### config.mk
export PLATFORM = sky130hd
export DESIGN_NAME = qs_srt_mstack
export DESIGN_NICKNAME = d
export VERILOG_FILES = /design/src/rtl/qs_srt_mstack.sv
export SDC_FILE = /design/constraint.sdc
export NUM_CORES = 2
export LEC_CHECK = 0
export BUFFER_PORTS_ARGS = -buffer_cell sky130_fd_sc_hd__buf_2
export CORE_MARGIN = 3
export CORE_UTILIZATION = 35
export DETAILED_ROUTE_END_ITERATION = 16
export REMOVE_ABC_BUFFERS = 1
export SYNTH_ARGS = -nofsm -noshare
export SYNTH_HDL_FRONTEND = slang
export SYNTH_SLANG_ARGS = --single-unit
### constraint.sdc
create_clock -name clk -period 7.9 [get_ports clk]
set_input_delay 0.79 -clock clk [delete_from_list [all_inputs] [get_ports clk]]
set_output_delay 0.79 -clock clk [all_outputs]
set_load 0.02 [all_outputs]
### src/rtl/qs_srt_mstack.sv
// qs_srt_mstack: M independent LIFO stacks of depth N sharing one single-port SRAM,
// with PUSH/POP/PEEK/CLR and a registered, context-tagged head port.
module qs_srt_mstack #(
    parameter int M = 4,
    parameter int N = 16,
    parameter int W = 32,
    localparam int CW = (M > 1) ? $clog2(M) : 1,
    localparam int PW = $clog2(N),
    localparam int AW = (M > 1) ? CW + PW : PW
) (
    input  logic          clk,
    input  logic          rst,
    input  logic          cmd_vld_r,
    input  logic [1:0]    cmd_op_r,
    input  logic [CW-1:0] cmd_ctx_r,
    input  logic [W-1:0]  cmd_push_dat_r,
    output logic          cmd_err_w,
    output logic [W-1:0]  head_r,
    output logic [CW-1:0] head_ctx_r,
    output logic          head_vld_r,
    output logic [M-1:0]  empty_r,
    output logic [M-1:0]  full_r
);
    typedef enum logic [1:0] {OP_PUSH, OP_POP, OP_PEEK, OP_CLR} op_e;

    logic [PW-1:0]    r_ptr [M];
    logic [W-1:0]     r_mem [M*N];
    logic [W-1:0]     r_dout;
    logic             r_pend;
    logic [CW-1:0]    r_pctx;

    logic [CW-1:0]    w_c;
    logic [PW-1:0]    w_ptr;
    logic [PW-1:0]    w_nptr;
    logic             w_empty;
    logic             w_full;
    logic             w_push;
    logic             w_pop;
    logic             w_peek;
    logic             w_clr;
    logic             w_wr;
    logic             w_rd;
    logic [CW+PW-1:0] w_ext_addr;
    logic [AW-1:0]    w_addr;

    assign w_c        = (M > 1) ? cmd_ctx_r : '0;
    assign w_ptr      = r_ptr[w_c];
    assign w_empty    = empty_r[w_c];
    assign w_full     = full_r[w_c];
    assign w_push     = cmd_vld_r && cmd_op_r == OP_PUSH;
    assign w_pop      = cmd_vld_r && cmd_op_r == OP_POP;
    assign w_peek     = cmd_vld_r && cmd_op_r == OP_PEEK;
    assign w_clr      = cmd_vld_r && cmd_op_r == OP_CLR;
    assign w_wr       = w_push && !w_full;
    assign w_rd       = (w_pop || w_peek) && !w_empty;
    assign cmd_err_w  = (w_push && w_full) || ((w_pop || w_peek) && w_empty);
    // An empty stack keeps ptr at 0, so the first push lands on slot 0.
    assign w_nptr     = w_empty ? w_ptr : w_ptr + PW'(1);
    assign w_ext_addr = {w_c, w_wr ? w_nptr : w_ptr};
    assign w_addr     = w_ext_addr[AW-1:0];

    always_ff @(posedge clk) begin
        if (w_wr) r_mem[w_addr] <= cmd_push_dat_r;
        if (w_rd) r_dout <= r_mem[w_addr];
    end

    always_ff @(posedge clk or posedge rst) begin
        if (rst) begin
            r_ptr      <= '{default: '0};
            empty_r    <= '1;
            full_r     <= '0;
            r_pend     <= 1'b0;
            r_pctx     <= '0;
            head_r     <= '0;
            head_ctx_r <= '0;
            head_vld_r <= 1'b0;
        end else begin
            r_pend     <= w_rd;
            head_vld_r <= r_pend;
            if (w_rd) r_pctx <= w_c;
            if (r_pend) begin
                head_r     <= r_dout;
                head_ctx_r <= r_pctx;
            end
            if (w_wr) begin
                r_ptr[w_c]   <= w_nptr;
                empty_r[w_c] <= 1'b0;
                full_r[w_c]  <= w_nptr == PW'(N - 1);
            end else if (w_rd && w_pop) begin
                r_ptr[w_c]   <= (w_ptr == '0) ? w_ptr : w_ptr - PW'(1);
                empty_r[w_c] <= w_ptr == '0;
                full_r[w_c]  <= 1'b0;
            end else if (w_clr) begin
                r_ptr[w_c]   <= '0;
                empty_r[w_c] <= 1'b1;
                full_r[w_c]  <= 1'b0;
            end
        end
    end
endmodule

======== After elaboration in Yosys (flattened, before gate mapping) ========
Memories as Yosys holds them, arrays and structs flattened. A register that Yosys moved wholly into a read port is not among the register bits.
Index checks and enable logic that the tools add are counted.
operators by class
  equality and inequality tests ........... 4
  order comparisons ....................... 4
  bitwise logic cells ..................... 7
  muxes and demuxes ....................... 29
  reductions and logical operators ........ 18
  $add $sub $neg .......................... 2
operator list
  cell                                                                   number
  16-bit two-way mux                                                     3
  4-bit two-way mux                                                      12
  16-bit bitwise mux                                                     2
  16-bit bitwise AND                                                     1
  16-bit NOT                                                             1
  1-bit logical AND                                                      11
  4-bit bitwise AND                                                      2
  4-bit binary-select mux with 2-bit select                              1
  4-bit bitwise mux                                                      2
  4-bit demux with 2-bit select                                          1
  1-bit two-way mux                                                      5
  4-bit by 1-bit adder with 4-bit output (second input constant)         1
  1-bit binary-select mux with 2-bit select                              2
  2-bit == test (second input constant)                                  2
  4-bit == test (second input constant)                                  1
  4-bit zero test                                                        1
  4-bit NOT                                                              1
  4-bit bitwise OR                                                       1
  4-bit by 1-bit subtractor with 4-bit output (second input constant)    1
  3-bit >= comparator (second input constant)                            1
  2-bit by 3-bit < comparator with 1-bit output (second input constant)  1
  3-bit by 1-bit < comparator with 1-bit output (second input constant)  1
  2-bit NOT with 3-bit output                                            1
  3-bit nonzero test                                                     1
  6 further kinds                                                        8
storage, ports and cells
  word-level logic and storage cells ...... 76
  output and inout port bits .............. 44
  memories ................................ 1
  memory bits (writable) .................. 2,048
  input bits .............................. 39
  flip-flop bits (word level) ............. 62
memories
  name   words  bits a word  rd ports  clocked after memory_dff  write ports  RTL line  RTL
  r_mem  64     32           1         1                         1            27        logic [W-1:0] r_mem [M*N];

======== Logic depth before layout (Yosys ltp) ========
  depth after elaboration ................. 10
  depth in mapped cells ................... 17
  gate-level depth less buffers ........... 11

======== Worst setup path before layout ========
OpenSTA, ideal clock, no wires.
  kind .................................... in2reg
  start point ............................. input cmd_ctx_r[1]
  end point ............................... memory r_mem[55][0], enable pin
  cell stages on the path ................. 14
  library setup time ...................... 0.501 ns
  path slack .............................. 0.598 ns
  buffers on the path ..................... 6
  arrival time ............................ 6.801 ns
  cells stage by stage .................... clkbuf_1 mux4_2 clkbuf_1 inv_1 ha_1 inv_1 or4_1 clkbuf_1 nand2_1 buf_2 buf_2 clkbuf_1 nand2_1 nor4_1
on the way
  word-level cells in the longest chain between the ends .. 7
  elaborated cells between the ends (all ways) .. 15
  classes of those cells .................. add/sub (1); mux (11); bitwise (1); reduce/logical (2)
ends and longest elaborated chain
  item                                                  RTL line  RTL
  start, declared                                       15        input logic [CW-1:0] cmd_ctx_r,
  2-bit NOT with 3-bit output (not written as such)     47        assign w_ptr = r_ptr[w_c];
  4-bit binary-select mux with 2-bit select             47
  4-bit two-way mux (not written as such) (2 in a row)  47
  4-bit by 1-bit adder with 4-bit output                58        assign w_nptr = w_empty ? w_ptr : w_ptr + PW'(1);
  4-bit two-way mux                                     58
  4-bit two-way mux                                     59        assign w_ext_addr = {w_c, w_wr ? w_nptr : w_ptr};
  end, declared                                         27
Several ways; a longest one is shown, not always the timed one. The select of a mux whose other input is x is not followed.

======== Worst setup path after layout ========
  start point ............................. register r_ptr[4] in the netlist's numbering
  end point ............................... register r_dout[10], read port of r_mem, data pin
on the way
  word-level cells in the longest chain between the ends .. 6
ends and longest elaborated chain
  item                                                    RTL line  RTL
  start, declared                                         26        logic [PW-1:0] r_ptr [M];
  start signal, assigned by index                         86        r_ptr[w_c] <= w_nptr;
  start signal, assigned by index                         90        r_ptr[w_c] <= (w_ptr == '0) ? w_ptr : w_ptr - PW'(1);
  4-bit binary-select mux with 2-bit select *             47
  4-bit two-way mux (not written as such) * (2 in a row)  47
  4-bit by 1-bit adder with 4-bit output                  58
  4-bit two-way mux                                       58
  4-bit two-way mux *                                     59
  end, declared                                           28        logic [W-1:0] r_dout;
Every way passes the cells marked *; elsewhere a longest branch is shown, timed or not. The select of a mux whose other input is x is not followed.
A chain may end at the register's enable or synchronous reset.

==> results.txt <==
----------------------------------------------------
[Worst hold path]
  Cells on Worst Hold Path ... 1
  Hold Startpoint ... r_dout[7]$_DFFE_PN_
  Class of the worst hold path ... reg2reg
  WHS Endpoint ... head_r[7]$_DFFE_PP0P_

[Synthesis]
  Post-synthesis cell type with the largest combined area ... sky130_fd_sc_hd__edfxtp_1
  YS warnings ... 0
  Post-Synth Adder-Cell Area ... 0.0308%
  Register area share after synthesis ... approximately four fifths
  Average footprint of a synthesized cell ... 19.6 um^2
  Top_reg_cell synth ... sky130_fd_sc_hd__edfxtp_1
  Instance count of the mapped netlist ... 4144
  Top-area cell type share of the netlist area ... 76.8%
  Distinct cells, synth ... 72
  Async S/R FF share, synth ... 2.89%
  Post-synthesis sequential element count ... 2142
  Fraction of synthesized area in multiplexers ... 11.0%
  Area fraction in and, or, nand and nor cells after synthesis ... 3.85%
  Dominant combinational cell family by area after synthesis ... multiplexers
  Xor and xnor area share after synthesis ... less than 1%
  Compound-Gate Fraction of Synth Area ... 5.00%
  Mapped Area ... 81400 um^2
  Main area contributors after synthesis ... sky130_fd_sc_hd__edfxtp_1 (77%), sky130_fd_sc_hd__mux4_2 (9.6%), sky130_fd_sc_hd__dfrtp_1 (1.8%)
  Number of enable-type register cells in the synthesized netlist ... between 2000 and 2500

[Floorplanning]
  Area enclosed by the die boundary ... between 200000 and 250000 um^2
  Initial Util ... a little over a third
  Chip Width ... approximately 490 um
  FP Rows ... 176
  Count of boundary I/O pins ... 83
  Standard cell core area ... 231000 um^2
  Vert. Die Dim ... 488 um

[Detailed routing]
  Total Routed Length ... roughly 250000 um
  Average wire length per cell after detail routing ... between 30 and 40 um
  Post-detailed-route count of antenna-violating nets ... 0
  Per-cell via count in the routed design ... between 5 and 6
  First-pass iteration count of the detailed router ... 6
  Vias after detailed routing ... 45008
  Post-route DRC ... 0
  First-iteration detailed-routing DRC count ... 6689

[Power and ir drop]
  Leakage component of the power ... 29.2 nW
  Switching power ... 8.85 mW
  Sequential share of power ... 43.1%
  Switching share of power ... approximately 30%
  Maximum resistive drop on vdd ... 0.000261 V
  Internal Power ... roughly 21 mW
  Overall power after layout ... 30.0 mW
  Part of the power in combinational logic ... a little under a quarter
  Cell area power density ... around 320 nW/um^2
  Portion of total power attributed to the clock network ... ~33%

[Worst setup path]
  Crit Path Class ... reg2reg
  Endpoint of the worst register-to-register path ... r_dout[10]$_DFFE_PN_
  Register-to-register setup slack ... approximately 2.3 ns
  CP endpoint kind ... register
  Crit path max fanout ... 56
  Worst r2r src ... r_ptr[4]$_DFFE_PP0P_
  Sequence of cells on the critical path ... mux4_2 > inv_1 > ha_1 > inv_1 > or4_1 > nand2_4 > buf_12 > buf_12 > mux4_2 > a22oi_1 > nand4_1 > or2_1
  Worst path top cell family by delay ... simple AND/OR/NAND/NOR gates
  Critical path launch point ... r_ptr[4]$_DFFE_PP0P_
  Cell with the biggest individual delay on the critical path ... sky130_fd_sc_hd__mux4_2
  Worst setup SP type ... register
  Worst Reg-to-Reg Cells ... 12
  Biggest cell delay along the critical path ... 0.70 ns
  Count of buffer and inverter cells on the critical path ... 4
  Worst path arrival time ... 6.25 ns
  WP data required ... roughly 8.5 ns

[Cells and area]
  Non-Filler Cell Area, Final ... approximately 94000 um^2
  Layout-stage area growth over the synthesis result ... 15.3%
  Combined flip-flop and latch cell area ... 64000 um^2
  Non-filler instance count after layout ... 7587
  Fraction of final layout cells sized beyond drive strength 1 ... a little under a quarter
  Final-stage net count ... 4415
  Fraction of the core area covered by cells at the end of the flow ... 40.7%
  Fill cell total of the finished layout ... 20161
  Multi-input gate area in the final layout ... roughly 17000 um^2

[Clocking]
  # clock sinks ... approximately 2100
  Insertion delay to the later sink of the worst-skew pair ... between 0.8 and 0.9 ns
  Clock input transition at the sequential cells of the worst setup and hold paths ... roughly 0.060 ns
  Buffer type at the clock tree root ... sky130_fd_sc_hd__clkbuf_16
  Inserted Clock Buffers ... 209
  # resized after CTS ... 0
  CTS H-tree depth ... 4
  Clock buffer depth ... 3
  CTS tree ... built

[Global routing]
  Met3 track utilization from global routing ... 4.35%
  Remaining global-route overflow ... 0
  Number of antenna violations at the first check in global routing ... 12
  Global router's overall resource usage ... 20.8%
  Met2 usage in global routing ... about a third
  Maximum number of pins on one net before global-route repair ... 98
  Grt peak-use layer ... met2
  Global routing usage on met1 ... between 20% and 30%
  Wire length of the first global-routing pass ... 349000 um
  Vias in the first global route ... 43505

[STA]
  Fin Setup TNS ... 0 ns
  Unrepaired setup endpoints after global routing ... no
  Fmax ... around 0.18 GHz
  # setup viols final ... 0
  Number of max-slew violations in the final report ... 0
  Final worst path period share ... 71.5%
  Slew @ Worst Pin ... around 1.3 ns
  Clock period minus final worst setup slack ... 5.65 ns
  Worst clock skew on the final layout ... 0.0633 ns
  Remaining max-slew budget at the tightest pin ... between 10% and 20%
  Number of endpoints with negative hold slack in the final report ... 0

[Place]
  Post-detail-place hpwl ... roughly 140000 um
  GP Congestion ... 0.871
  Cell Count Post-Placement ... 7188
  Total cell area at the placement stage ... 87000 um^2
  Quantity of I/O buffers inserted on ports ... 82

[Run status]
  Outcome ... completed

[Run]
  Reported max-cap violation count ... 0

----------------------------------------------------
-- layer usage --
layer	wire length (um)	part of all wire (%)	vias up
met5	7	0.0028	-
met4	8940	3.5	2
met3	26700	11	459
met2	116000	46	2795
met1	101000	40	24107
li1	-	-	17645
-- placed cells by master, fill, tap and decap left out, drive strengths merged, types with 5 or more instances in the layout --
| master | instances |
|---|---|
| a22oi | 158 |
| a21oi | 121 |
| nand2 | 341 |
| o22ai | 126 |
| a221oi | 16 |
| nand4 | 48 |
| buf | 258 |
| nand3 | 78 |
| a22o | 8 |
| mux2 | 40 |
| or3 | 30 |
| mux4 | 345 |
| a32oi | 17 |
| xnor2 | 8 |
| clkinv | 98 |
| inv | 12 |
| nor2 | 93 |
| o211ai | 5 |
| o22a | 6 |
| nor4 | 15 |
| and3 | 10 |
| bufinv | 14 |
| or2 | 8 |
| dfrtp | 58 |
| and4 | 6 |
| mux2i | 71 |
| o221ai | 15 |
| a21o | 11 |
| nor3 | 29 |
| o2111ai | 6 |
| a211oi | 7 |
| o21ai | 45 |
| edfxtp | 2080 |
| or4 | 5 |
| clkbuf | 269 |
| clkinvlp | 6 |
| a31oi | 33 |
| diode | 5 |
-- cell type report --
type | count | area share [%]
clock buffers | 269 | 5.95
inverters | 6 | 0.0267
well taps | 3026 | 4.04
repair buffers | 259 | 2.35
multi-input cells | 1756 | 18.1
flip-flops and latches | 2142 | 68.3
diodes | 5 | 0.0133
clock inverters | 124 | 1.27
-- per-stage QoR --
| stage | worst slack [ns] | hold WS [ns] |
|---|---|---|
| 2_1_floorplan | -51.84 | 0.441 |
| 3_3_place_gp | 1.55 | 0.459 |
| 3_5_place_dp | 1.42 | 0.464 |
| 4_1_cts | 2.25 | 0.440 |
| 5_1_grt | 2.12 | 0.488 |
| 6_report | 2.25 | 0.474 |
-- cells by family (layout without fill, tap and decap cells) --
logic type / Yosys count / after routing
multiplexers: 456 / 456
buffers and inverters: 246 / 658
other: 0 / 5
AND/OR/NAND/NOR: 684 / 684
adder cells (fa/ha/maj): 2 / 2
AO/OA/AOI/OAI: 604 / 604
XOR/XNOR: 10 / 10
flip-flops: 2142 / 2142
-- worst max-delay path by stage --
stage                             end  slack, ns  cells past startpoint
6_report         r_dout[10]$_DFFE_PN_       2.25                     12
5_1_grt          r_dout[22]$_DFFE_PN_       2.12                     12
4_1_cts          r_dout[10]$_DFFE_PN_       2.25                     12
3_5_place_dp     r_dout[10]$_DFFE_PN_       1.42                     13
3_3_place_gp     r_dout[10]$_DFFE_PN_       1.55                     13
2_1_floorplan  r_mem[55][0]$_DFFE_PP_     -51.84                      4
-- power groups by stage --
stage / logic (mW) / clock network, mW / registers, mW
after floorplan: 5.43 / 0 / 13.2
after global placement: 7.15 / 0 / 13.1
after detailed placement: 7.17 / 0 / 13.1
after CTS: 7.19 / 9.98 / 12.9
after global routing: 7.61 / 10.5 / 12.9
final: 7.18 / 9.88 / 12.9
-- registers in the layout, summed over array words and instances, names as in the netlist, 2 cells and up --
name / flops
r_ptr: 16
r_mem: 2048
head_r: 32
r_pctx: 2
empty_r: 4
head_ctx_r: 2
full_r: 4
r_dout: 32
-- Yosys cell counts (all sizes together), types with 5 or more instances --
cell / instances
nor3: 29
a22o: 8
nand4: 48
xnor2: 8
mux2: 40
clkbuf: 99
nand3: 78
and3: 10
a21oi: 121
o22ai: 126
nand2: 341
a31oi: 33
or3: 30
a221oi: 16
a211oi: 7
inv: 6
mux2i: 71
buf: 141
a22oi: 158
o21ai: 45
nor2: 93
o211ai: 5
o2111ai: 6
nor4: 15
or2: 8
mux4: 345
edfxtp: 2080
o22a: 6
dfrtp: 58
or4: 5
o221ai: 15
and4: 6
a32oi: 17
a21o: 11
-- timing repair --
action                    4_1_cts  5_1_grt
hold endpoints to repair       10        0
hold buffers                    1        0
setup buffers                   0        0
(Power assumes the default switching activity.)
